<file path="config.mk">
export PLATFORM = sky130hd
export DESIGN_NAME = instr_fetch_unit
export DESIGN_NICKNAME = d
export VERILOG_FILES = /design/src/rtl/instr_fetch_unit.sv
export SDC_FILE = /design/constraint.sdc
export NUM_CORES = 1
export LEC_CHECK = 0
export ABC_CLOCK_PERIOD_IN_PS = 3940
export CAP_MARGIN = 20
export CORE_MARGIN = 4
export CORE_UTILIZATION = 30
export DETAILED_ROUTE_END_ITERATION = 6
export GPL_ROUTABILITY_DRIVEN = 0
export PLACE_DENSITY = 0.56
export SLEW_MARGIN = 5
export SYNTH_ARGS = -nofsm -noshare
export SYNTH_HDL_FRONTEND = slang
export SYNTH_SLANG_ARGS = --single-unit
</file>
<file path="constraint.sdc">
create_clock -name clk -period 3.94 [get_ports clk]
set_input_delay 1.182 -clock clk [delete_from_list [all_inputs] [get_ports clk]]
set_output_delay 1.182 -clock clk [all_outputs]
set_load 0.02 [all_outputs]
</file>
<file path="src/rtl/instr_fetch_unit.sv">
// Fetch stage: holds the PC, fetches one instruction per memory handshake and
// computes the next PC from the jump/branch outcome fed back by decode/execute.
module instr_fetch_unit #(
   parameter logic [31:0] RESET_PC = 32'h0000_0000,
   parameter int          MAX_WAIT = 15
) (
   input  logic        clk,
   input  logic        rst_n,
   output logic        imem_req,
   output logic [31:0] imem_addr,
   input  logic        imem_ack,
   input  logic [31:0] imem_rdata,
   input  logic        stall,
   input  logic        jump,
   input  logic [25:0] jump_target,
   input  logic        branch_taken,
   input  logic [15:0] branch_imm,
   output logic [31:0] instr,
   output logic        instr_valid,
   output logic [31:0] pc_out,
   output logic [31:0] pc_plus4,
   output logic        fetch_timeout
);

   typedef enum logic [1:0] {S_IDLE, S_REQ, S_VALID, S_ERR} state_t;

   // Counter only has to reach MAX_WAIT-1 before the timeout fires.
   localparam int CW = (MAX_WAIT < 2) ? 1 : $clog2(MAX_WAIT);
   localparam logic [CW-1:0] WAIT_LAST = CW'((MAX_WAIT == 0) ? 0 : MAX_WAIT - 1);

   state_t        state_reg, state_next;
   logic [31:0]   pc_reg, pc_next;
   logic [31:0]   instr_reg, instr_next;
   logic          timeout_reg, timeout_next;
   logic [CW-1:0] wait_cnt_reg, wait_cnt_next;
   logic [31:0]   seq_pc, branch_off, redirect_pc;

   always_ff @(posedge clk or negedge rst_n) begin
      if (!rst_n) begin
         state_reg    <= S_IDLE;
         pc_reg       <= {RESET_PC[31:2], 2'b00};
         instr_reg    <= 32'h0;
         timeout_reg  <= 1'b0;
         wait_cnt_reg <= '0;
      end else begin
         state_reg    <= state_next;
         pc_reg       <= pc_next;
         instr_reg    <= instr_next;
         timeout_reg  <= timeout_next;
         wait_cnt_reg <= wait_cnt_next;
      end
   end

   assign seq_pc     = pc_reg + 32'd4;
   assign branch_off = {{14{branch_imm[15]}}, branch_imm, 2'b00};

   // Jump outranks a simultaneous taken branch.
   always_comb begin
      redirect_pc = seq_pc;
      if (jump)
         redirect_pc = {seq_pc[31:28], jump_target, 2'b00};
      else if (branch_taken)
         redirect_pc = seq_pc + branch_off;
   end

   always_comb begin
      state_next    = state_reg;
      pc_next       = pc_reg;
      instr_next    = instr_reg;
      timeout_next  = timeout_reg;
      wait_cnt_next = wait_cnt_reg;
      case (state_reg)
         S_IDLE: begin
            state_next    = S_REQ;
            wait_cnt_next = '0;
         end
         S_REQ: begin
            if (imem_ack) begin
               instr_next = imem_rdata;
               state_next = S_VALID;
            end else if ((MAX_WAIT != 0) && (wait_cnt_reg == WAIT_LAST)) begin
               timeout_next = 1'b1;
               state_next   = S_ERR;
            end else begin
               wait_cnt_next = wait_cnt_reg + CW'(1);
            end
         end
         S_VALID: begin
            if (!stall) begin
               pc_next       = {redirect_pc[31:2], 2'b00};
               state_next    = S_REQ;
               wait_cnt_next = '0;
            end
         end
         default: ;  // S_ERR is terminal until reset
      endcase
   end

   assign imem_req      = (state_reg == S_REQ);
   assign imem_addr     = pc_reg;
   assign instr         = instr_reg;
   assign instr_valid   = (state_reg == S_VALID);
   assign pc_out        = pc_reg;
   assign pc_plus4      = seq_pc;
   assign fetch_timeout = timeout_reg;

endmodule

</file>
== Word level (Yosys, flattened, before mapping) ==
Index checks and enable logic that the tools add are counted.

* Bitwise logic cells: 2
* Reductions and logical operators: 7
* Eq/ne operators: 7
* Mux-type cells: 10
* Add/sub/neg operators: 3

{| class="wikitable"
|+ Operators by type and width
! operator !! count
|-
| $mux W32 || 2
|-
| $add A32 B3 Y32 const B || 1
|-
| $add A32 B32 Y32 || 1
|-
| $mux W4 || 3
|-
| $pmux W4 S3 || 1
|-
| $mux W2 || 3
|-
| $ne A2 B2 Y1 const B || 3
|-
| $pmux W2 S3 || 1
|-
| $reduce_and A3 Y1 || 2
|-
| $add A4 B1 Y4 const B || 1
|-
| $eq A4 B4 Y1 const B || 1
|-
| $reduce_and A2 Y1 || 2
|-
| $reduce_and A4 Y1 || 1
|-
| $ne A3 B1 Y1 const B || 1
|-
| $reduce_bool A3 Y1 || 1
|-
| $eq A2 B1 Y1 const B || 1
|-
| $eq A2 B2 Y1 const B || 1
|-
| $logic_not A2 Y1 || 1
|-
| $not A1 Y1 || 2
|}

* Output and inout bits: 131
* Input port bits: 80
* Bits in registers: 69

== Longest topological paths before layout ==
Gate-level depths: netlist of the first run.

* Depth after elaboration: 4
* Gate-level depth with buffers: 16

== Least setup slack after synthesis of the first run ==
Ideal clock, no wire load.

* Path kind: flip-flop to flip-flop
* Start: reg pc_reg[9] (netlist: imem_addr[9])
* End: reg pc_reg[24] (netlist: imem_addr[24])
* Cell stages (with the launch flop): 14
* Arrival time: 3.837 ns
* Setup slack: -0.037 ns
* Library setup time: 0.140 ns
* Buffers on the path: 0
* Cells stage by stage: dfrtp_1 nand4_4 nor4_4 and3_1 xor2_1 ha_1 a21o_1 a21oi_1 or3b_2 o31ai_1 nor2_1 a31oi_1 xor2_1 a21oi_1

* Cells in the longest elaborated chain, start to end: 4

{| class="wikitable"
|+ RTL lines
! element !! RTL line !! text
|-
| start: declaration || 32 || <nowiki>logic [31:0] pc_reg, pc_next;</nowiki>
|-
| start signal: assignment || 41 || <nowiki>pc_reg <= {RESET_PC[31:2], 2'b00};</nowiki>
|-
| start signal: assignment || 47 || <nowiki>pc_reg <= pc_next;</nowiki>
|-
| $add A32 B3 Y32 || 54 || <nowiki>assign seq_pc = pc_reg + 32'd4;</nowiki>
|-
| named net pc_plus4[17] || 21 || <nowiki>output logic [31:0] pc_plus4,</nowiki>
|-
| $add A32 B32 Y32 || 63 || <nowiki>redirect_pc = seq_pc + branch_off;</nowiki>
|-
| $mux W32 || 62 || <nowiki>else if (branch_taken)</nowiki>
|-
| $mux W32 || 60 || <nowiki>if (jump)</nowiki>
|}

The timed path passes the listed nets, and every way through them passes these cells.
A chain may end at the register's enable or synchronous reset.

== Worst setup path after layout of the first run ==
* Start: reg pc_reg[2] (netlist: imem_addr[2])
* End: out pc_plus4[30]

* Cells in the longest elaborated chain, start to end: 1

{| class="wikitable"
|+ RTL lines
! element !! RTL line
|-
| $add A32 B3 Y32 || 54
|-
| end: declaration || 21
|}

Every way passes these cells.

==> implementation parameters, run 1 <==
Parameter                              Value

GRT
  Met1 Resource Use GR ... 0.266
  Met3 Usage GRT ... 0.0444
  Number of global-route vias before repair ... around 5.8k
  Global-route track usage on met2 ... 0.308
  Total overflow reported by the global router ... 0
  GRT busiest layer ... met2
  Maximum number of pins on one net before global-route repair ... 70
  Wire length of the first global-routing pass ... 32800 microns
  Initial antenna violation count ... 1
  Overall global routing resource usage ... 0.193

Detailed routing
  Routed Antenna Nets ... 0
  Wirelength, routed ... 21100 microns
  Number of iterations in the first detailed-routing pass ... 5
  Via/cell ratio ... 5.05
  Post-detailed-route wirelength per cell ... 18.2 microns
  Starting DRT DRC Count ... 427
  Routed vias ... between 5k and 6k
  Remaining DRCs ... 0

Worst setup path
  Setup crit start ... imem_addr[2]
  Required time of the critical path ... 2.76 ns
  Sort of element at the end of the critical path ... output port
  Crit Path Class ... reg -> out
  Gate family responsible for the most delay along the worst path ... buffers and inverters
  Startpoint of the most critical register-to-register path ... imem_addr[2]
  Levels on crit path ... 8
  Stage delay of the slowest cell on the critical path ... 0.39 ns
  Startpoint types ... register
  Cell breakdown of the critical path ... ha_1, nand2_1, nor4_2, buf_4, buf_4, nand4_1, xnor2_2, dlygate4sd2_1
  Endpoint of the lowest-slack register-to-register path ... imem_addr[31]
  Critical path buffer and inverter count ... 3
  Slack of the worst reg-to-reg path ... 0.22 ns
  Cell type of the slowest stage on the worst timing path ... sky130_fd_sc_hd__dfrtp_1
  Crit path to ... pc_plus4[30]
  Critical-path maximum fanout ... 6
  Reg2Reg Depth ... 16
  Data arrival, critical path ... 2.61 ns
  Cell mode on critical path ... sky130_fd_sc_hd__buf_4

Run status
  Outcome ... completed

Layout
  Area added between synthesis and finish ... 53.4%
  Max FFs per register ... 32
  Layout Utilization ... 0.470
  Number of nets in the layout ... around 1k
  Share of cells above drive strength 1 ... 0.191

Floorplan
  Initial Util ... 0.307
  Site Rows ... 50
  Area of the core ... 18800 sq um
  Count of pins on the block boundary ... 211
  Area of the die ... 21500 sq um
  Horizontal die dimension ... 147 microns
  DIE HEIGHT ... 147 microns

Synth
  Number of distinct library cell variants in the gate-level netlist after synthesis ... 72
  Register bit count reported by yosys ... 69
  Share of Yosys cell area claimed by the top area cell type ... 0.299
  Synth Flop Type ... sky130_fd_sc_hd__dfrtp_1
  Number of enable flip-flop cells after synthesis ... 0
  Sequential-to-total area share from yosys stat ... 0.299
  Yosys warns ... 0
  Cell accounting for the most synthesized area ... sky130_fd_sc_hd__dfrtp_1
  Mean instance size in the synthesized netlist ... 8.92 sq um
  Ys async rst share ... 1.00
  Top post-synthesis cells by count ... 69 x sky130_fd_sc_hd__dfrtp_1, 63 x sky130_fd_sc_hd__nand2_1, 50 x sky130_fd_sc_hd__a21oi_1
  Total standard cell area after synthesis ... 5770 sq um
  Main area contributors after synthesis ... sky130_fd_sc_hd__dfrtp_1 30%, sky130_fd_sc_hd__ha_1 8.2%, sky130_fd_sc_hd__mux2_2 6.2%
  Most frequently used cell type in the post-synthesis netlist ... sky130_fd_sc_hd__dfrtp_1
  Number of instances in the synthesized netlist ... 647

Clocking
  Clock tree from TritonCTS ... yes
  CTS HTree Levels ... 3
  Cts-stage hold buffer count ... 0
  Bufs on Longest Clock Path ... 2
  Number of buffers created by CTS ... 9
  Clock sink count ... 69
  Clock Tree Root ... sky130_fd_sc_hd__clkbuf_16
  Worst-path clk slew ... approximately 0.060 ns
  Worst-skew pair later-pin latency ... 0.35 ns

Power and ir drop
  Static Leak ... around 4.0 nW
  Largest voltage drop on the vdd net ... approximately 0.37 mV
  Power density relative to cell area ... 832 nW/um^2

Flow run
  MaxCap Viol Count ... 0

STA
  Number of max-slew violations in the final report ... 0
  Transition time at the pin with the least slew margin ... a little over 0.5 ns
  Least setup slack across all paths after layout ... ~0.15 ns
  Final-report setup violation count ... 0
  Relative slew margins ... 0.656
  Crit path time final ... 3.79 ns
  Part of the cycle the worst path needs ... 0.963
  Setup clock skew after layout ... 0.00695 ns
  Timing-limited maximum frequency ... 264 MHz
  Final Hold Viols ... 0
  Unrepaired setup endpoints after global routing ... true

Hold path
  Path category of the worst min-delay check ... reg -> reg
  Worst hold path cell count ... 1

Placement
  Post-placement setup slack ... -0.131 ns
  DP HPWL ... 16400 microns
  Number of port buffers ... roughly 200
cells in the final DEF (no fill, tap or decap), types with 10 or more instances in the layout:
cell / n
sky130_fd_sc_hd__clkdlybuf4s50_1: 187
sky130_fd_sc_hd__buf_4: 89
sky130_fd_sc_hd__dfrtp_1: 68
sky130_fd_sc_hd__nand2_1: 62
sky130_fd_sc_hd__a21oi_1: 49
sky130_fd_sc_hd__nor2_1: 45
sky130_fd_sc_hd__ha_1: 38
sky130_fd_sc_hd__o21ai_0: 35
sky130_fd_sc_hd__mux2_2: 32
sky130_fd_sc_hd__a21o_1: 28
sky130_fd_sc_hd__xor2_1: 24
sky130_fd_sc_hd__xnor2_1: 24
sky130_fd_sc_hd__nand3_1: 18
sky130_fd_sc_hd__and4_1: 10
sky130_fd_sc_hd__nand4_1: 10
cells by family after synthesis:
| family | share of synthesized area |
|---|---|
| AND/OR/NAND/NOR | 0.171 |
| AO/OA/AOI/OAI | 0.214 |
| flip-flops | 0.299 |
| other | 0.000650 |
| adder cells (fa/ha/maj) | 0.0858 |
| multiplexers | 0.0754 |
| XOR/XNOR | 0.0852 |
| buffers and inverters | 0.0691 |
metal layers:
layer	wire length, microns	part of all wire	up-vias
met5	0	0	-
li1	-	-	2841
met4	384	0.018	0
met3	1060	0.050	23
met2	9900	0.47	198
met1	9810	0.46	2804
worst register-to-register path: cells and delay by family (launching register included):
kind | cells | cell delay (ns)
and+or+nand+nor | 6 | 1.16
AOI/OAI and AO/OA | 5 | 0.85
adders and majority gates | 2 | 0.56
xor gates and xnor gates | 2 | 0.43
DFF | 1 | 0.39
buffers and inverters | 1 | 0.21
how the worst min path moves through the flow:
stage | from | endpoint
finish | fetch_timeout | fetch_timeout
global route | instr[27] | instr[27]
CTS | fetch_timeout | fetch_timeout
detailed placement | fetch_timeout | fetch_timeout
global placement | fetch_timeout | fetch_timeout
floorplan | wait_cnt_reg[1] | wait_cnt_reg[1]
metrics by stage:
step                      cell area, sq um  TNS (ns)  hold WS [ns]  std cells  power (W)
after floorplan                       5800         0         0.501        652    0.00427
after global placement                8450    -0.218         0.461       1141    0.00647
after detailed placement              8450    -0.416         0.464       1141    0.00647
after CTS                             8760         0         0.480       1157    0.00736
after global routing                  8860   -0.0346         0.513       1162    0.00787
final                                 8860         0         0.475       1162    0.00737
area by class of cell:
class,count,area [sq um]
Timing Repair Buffer,293,2720
Inverter,9,33.8
Clock buffer,9,225
Clock inverter,7,82.6
Fill cell,1816,9970
Tap cell,260,325
Multi-Input combinational cell,514,3740
Antenna cell,1,2.50
Sequential cell,69,1730
report_power, final:
group          switching [W]  internal [W]  total, W  leakage, nW
logic                0.00269       0.00249   0.00519         2.99
clock network       0.000366      0.000500  0.000866        0.145
registers           0.000283       0.00104   0.00132        0.840
total                0.00334       0.00403   0.00737         3.98
what timing repair did:
action	CTS	global route
pin swaps	0	1
gates resized for setup	11	17
setup buffers	0	4
endpoints found under the hold margin	0	0
setup endpoints to repair	11	12
gates cloned	0	0
No activity file was read; power rests on OpenSTA's default activity.
==> run 2, diff against run 1 <==
- ABC_AREA: default -> 1
- GPL_TIMING_DRIVEN: default -> 0
- PLACE_DENSITY: 0.56 -> 0.54
==> implementation parameters, run 2 <==
Parameter                              Value

Run status
  Outcome ... completed

Floorplan
  Horizontal die dimension ... 156 microns
  Initial Util ... 0.304
  Site Rows ... 54
  Area of the core ... 21800 sq um
  Count of pins on the block boundary ... between 200 and 250
  Area of the die ... 24500 sq um
  DIE HEIGHT ... 156 microns

Layout
  Share of cells above drive strength 1 ... 0.105
  Max FFs per register ... 32
  Most common library cell in the layout ignoring fill and taps ... sky130_fd_sc_hd__nand2_1
  Number of nets in the layout ... 1348
  Area added between synthesis and finish ... 42.9%
  Top library cells by usage in the layout, fill and taps aside ... 306 x sky130_fd_sc_hd__nand2_1, 199 x sky130_fd_sc_hd__clkdlybuf4s50_1, 174 x sky130_fd_sc_hd__inv_1
  Inserted Diodes ... 0
  Post-route cell area ... 9450 sq um

Synth
  Synth Flop Type ... sky130_fd_sc_hd__dfrtp_1
  Cell accounting for the most synthesized area ... sky130_fd_sc_hd__dfrtp_1
  Number of distinct library cell variants in the gate-level netlist after synthesis ... 45
  Mean instance size in the synthesized netlist ... 6.55 sq um
  Yosys warns ... 0
  Number of instances in the synthesized netlist ... 1009
  Ys async rst share ... 1.00
  Top post-synthesis cells by count ... 306 x sky130_fd_sc_hd__nand2_1, 174 x sky130_fd_sc_hd__inv_1, 69 x sky130_fd_sc_hd__dfrtp_1, 69 x sky130_fd_sc_hd__nor2_1, 68 x sky130_fd_sc_hd__nand3_1
  Register bit count reported by yosys ... between 60 and 70
  Sequential-to-total area share from yosys stat ... 0.261
  Share of Yosys cell area claimed by the top area cell type ... 0.261
  Number of enable flip-flop cells after synthesis ... 0
  Most frequently used cell type in the post-synthesis netlist ... sky130_fd_sc_hd__nand2_1
  Main area contributors after synthesis ... sky130_fd_sc_hd__dfrtp_1 26%, sky130_fd_sc_hd__nand2_1 17%, sky130_fd_sc_hd__inv_1 9.9%
  Total standard cell area after synthesis ... 6610 sq um

STA
  Final Hold Viols ... 0
  Part of the cycle the worst path needs ... 0.966
  Transition time at the pin with the least slew margin ... roughly 0.99 ns
  Final-report setup violation count ... 0
  Timing-limited maximum frequency ... 263 MHz
  Least setup slack across all paths after layout ... 0.134 ns
  Number of max-slew violations in the final report ... 0
  Final hold slack ... 0.461 ns
  Relative slew margins ... 0.338
  Unrepaired setup endpoints after global routing ... false
  Setup clock skew after layout ... 0.00630 ns
  Crit path time final ... 3.81 ns

Clocking
  Worst-skew pair later-pin latency ... 0.34 ns
  CTS HTree Levels ... 3
  Worst-path clk slew ... around 0.060 ns
  Bufs on Longest Clock Path ... 2
  Clock sink count ... just under 70
  Clock Tree Root ... sky130_fd_sc_hd__clkbuf_16
  Number of buffers created by CTS ... 9
  Post-CTS Repair Setup Buffers ... 0
  Clock tree from TritonCTS ... yes

Placement
  Post-placement setup slack ... -0.232 ns
  Cell area reported after detailed placement ... between 9000 and 10000 sq um
  Number of port buffers ... 203
  DP HPWL ... 20200 microns

Detailed routing
  Starting DRT DRC Count ... 489
  Post-detailed-route wirelength per cell ... 16.1 microns
  Routed vias ... 7065
  Remaining DRCs ... 0
  Number of iterations in the first detailed-routing pass ... 6
  Routed Antenna Nets ... 0
  Wirelength, routed ... 24400 microns
  Via/cell ratio ... 4.67

Worst setup path
  Sort of element at the end of the critical path ... output port
  Critical-path maximum fanout ... 5
  Data arrival, critical path ... 2.62 ns
  Crit Path Class ... reg -> out
  Required time of the critical path ... 2.76 ns
  Startpoint types ... register

GRT
  Wire length of the first global-routing pass ... around 37000 microns
  Number of global-route vias before repair ... 6694
  Total overflow reported by the global router ... 0
  Overall global routing resource usage ... 0.196
  Maximum number of pins on one net before global-route repair ... 63
  Initial antenna violation count ... 0

Power and ir drop
  Static Leak ... roughly 4.8 nW
  Largest voltage drop on the vdd net ... ~0.4 mV
  Power density relative to cell area ... between 800 and 900 nW/um^2

Flow run
  MaxCap Viol Count ... 0

Hold path
  Path category of the worst min-delay check ... reg -> reg
## run 2: critical path, stage by stage, from the launching register on
cell and delay (ns):
sky130_fd_sc_hd__dfrtp_2 0.45, sky130_fd_sc_hd__ha_4 0.22, sky130_fd_sc_hd__nand3_2 0.17, sky130_fd_sc_hd__inv_1 0.14, sky130_fd_sc_hd__nand2_1 0.16, sky130_fd_sc_hd__nor2_1 0.23
sky130_fd_sc_hd__xor2_2 0.27, sky130_fd_sc_hd__inv_1 0.09, sky130_fd_sc_hd__clkdlybuf4s50_1 0.54
## run 2: routing by layer
layer / up-vias / track usage / share of wire
li1: 3587 / - / -
met1: 3194 / 0.278 / 0.47
met2: 260 / 0.309 / 0.44
met3: 24 / 0.0429 / 0.074
met4: 0 / 0.0388 / 0.014
met5: - / 0 / 0
## run 2: where the power goes
| part | switching, W | total, W | leakage, nW | internal, W |
|---|---|---|---|---|
| registers | 0.000387 | 0.00143 | 0.787 | 0.00104 |
| clock network | 0.000345 | 0.000911 | 0.163 | 0.000565 |
| logic | 0.00309 | 0.00545 | 3.84 | 0.00236 |
## run 2: layout make-up
type	instances	area [sq um]
Buffer	53	354
Clock buffer	9	225
Clock inverter	7	106
Fill cell	2313	12300
Inverter	175	657
Multi-Input combinational cell	717	3960
Sequential cell	69	1730
Tap cell	280	350
Timing Repair Buffer	204	2060
## run 2: through the flow
stage | power, W | instances | setup TNS (ns) | utilization
floorplan | 0.00465 | 1014 | 0 | -
global placement | 0.00682 | 1497 | -64.04 | 0.414
detailed placement | 0.00685 | 1498 | -0.795 | 0.415
CTS | 0.00783 | 1514 | -0.0149 | 0.433
global route | 0.00845 | 1514 | 0 | 0.434
finish | 0.00779 | 1514 | 0 | 0.434
## run 2: timing repair
item                       4_1_cts  5_1_grt
resized for setup                7        8
hold buffers                     0        0
setup endpoints to repair        7       11
pin swaps                        0        0
## run 2: kinds of logic (layout without fill, tap and decap cells)
| logic type | Yosys count | count (layout) | synth area share |
|---|---|---|---|
| flops | 69 | 69 | 0.261 |
| simple gates | 494 | 494 | 0.317 |
| mux | 32 | 32 | 0.0545 |
| fa+ha+maj | 39 | 39 | 0.0749 |
| other cells | 1 | 6 | 0.000567 |
| buf+inv | 228 | 448 | 0.153 |
| xor+xnor | 20 | 20 | 0.0276 |
| compound gates | 126 | 126 | 0.111 |
## run 2: path summary, 6_finish.rpt
kind / slack, ns / end / cells after the start / from
hold / removal: 0.46 / fetch_timeout / 2 / fetch_timeout
setup / recovery: 0.13 / pc_plus4[18] / 8 / imem_addr[2]
max in group asynchronous: 2.72 / imem_addr[23] / 2 / rst_n
hold reg to reg: 0.46 / fetch_timeout / 2 / fetch_timeout
setup reg to reg: 0.41 / imem_addr[23] / 18 / imem_addr[2]
min in group asynchronous: 0.66 / instr[1] / 1 / rst_n
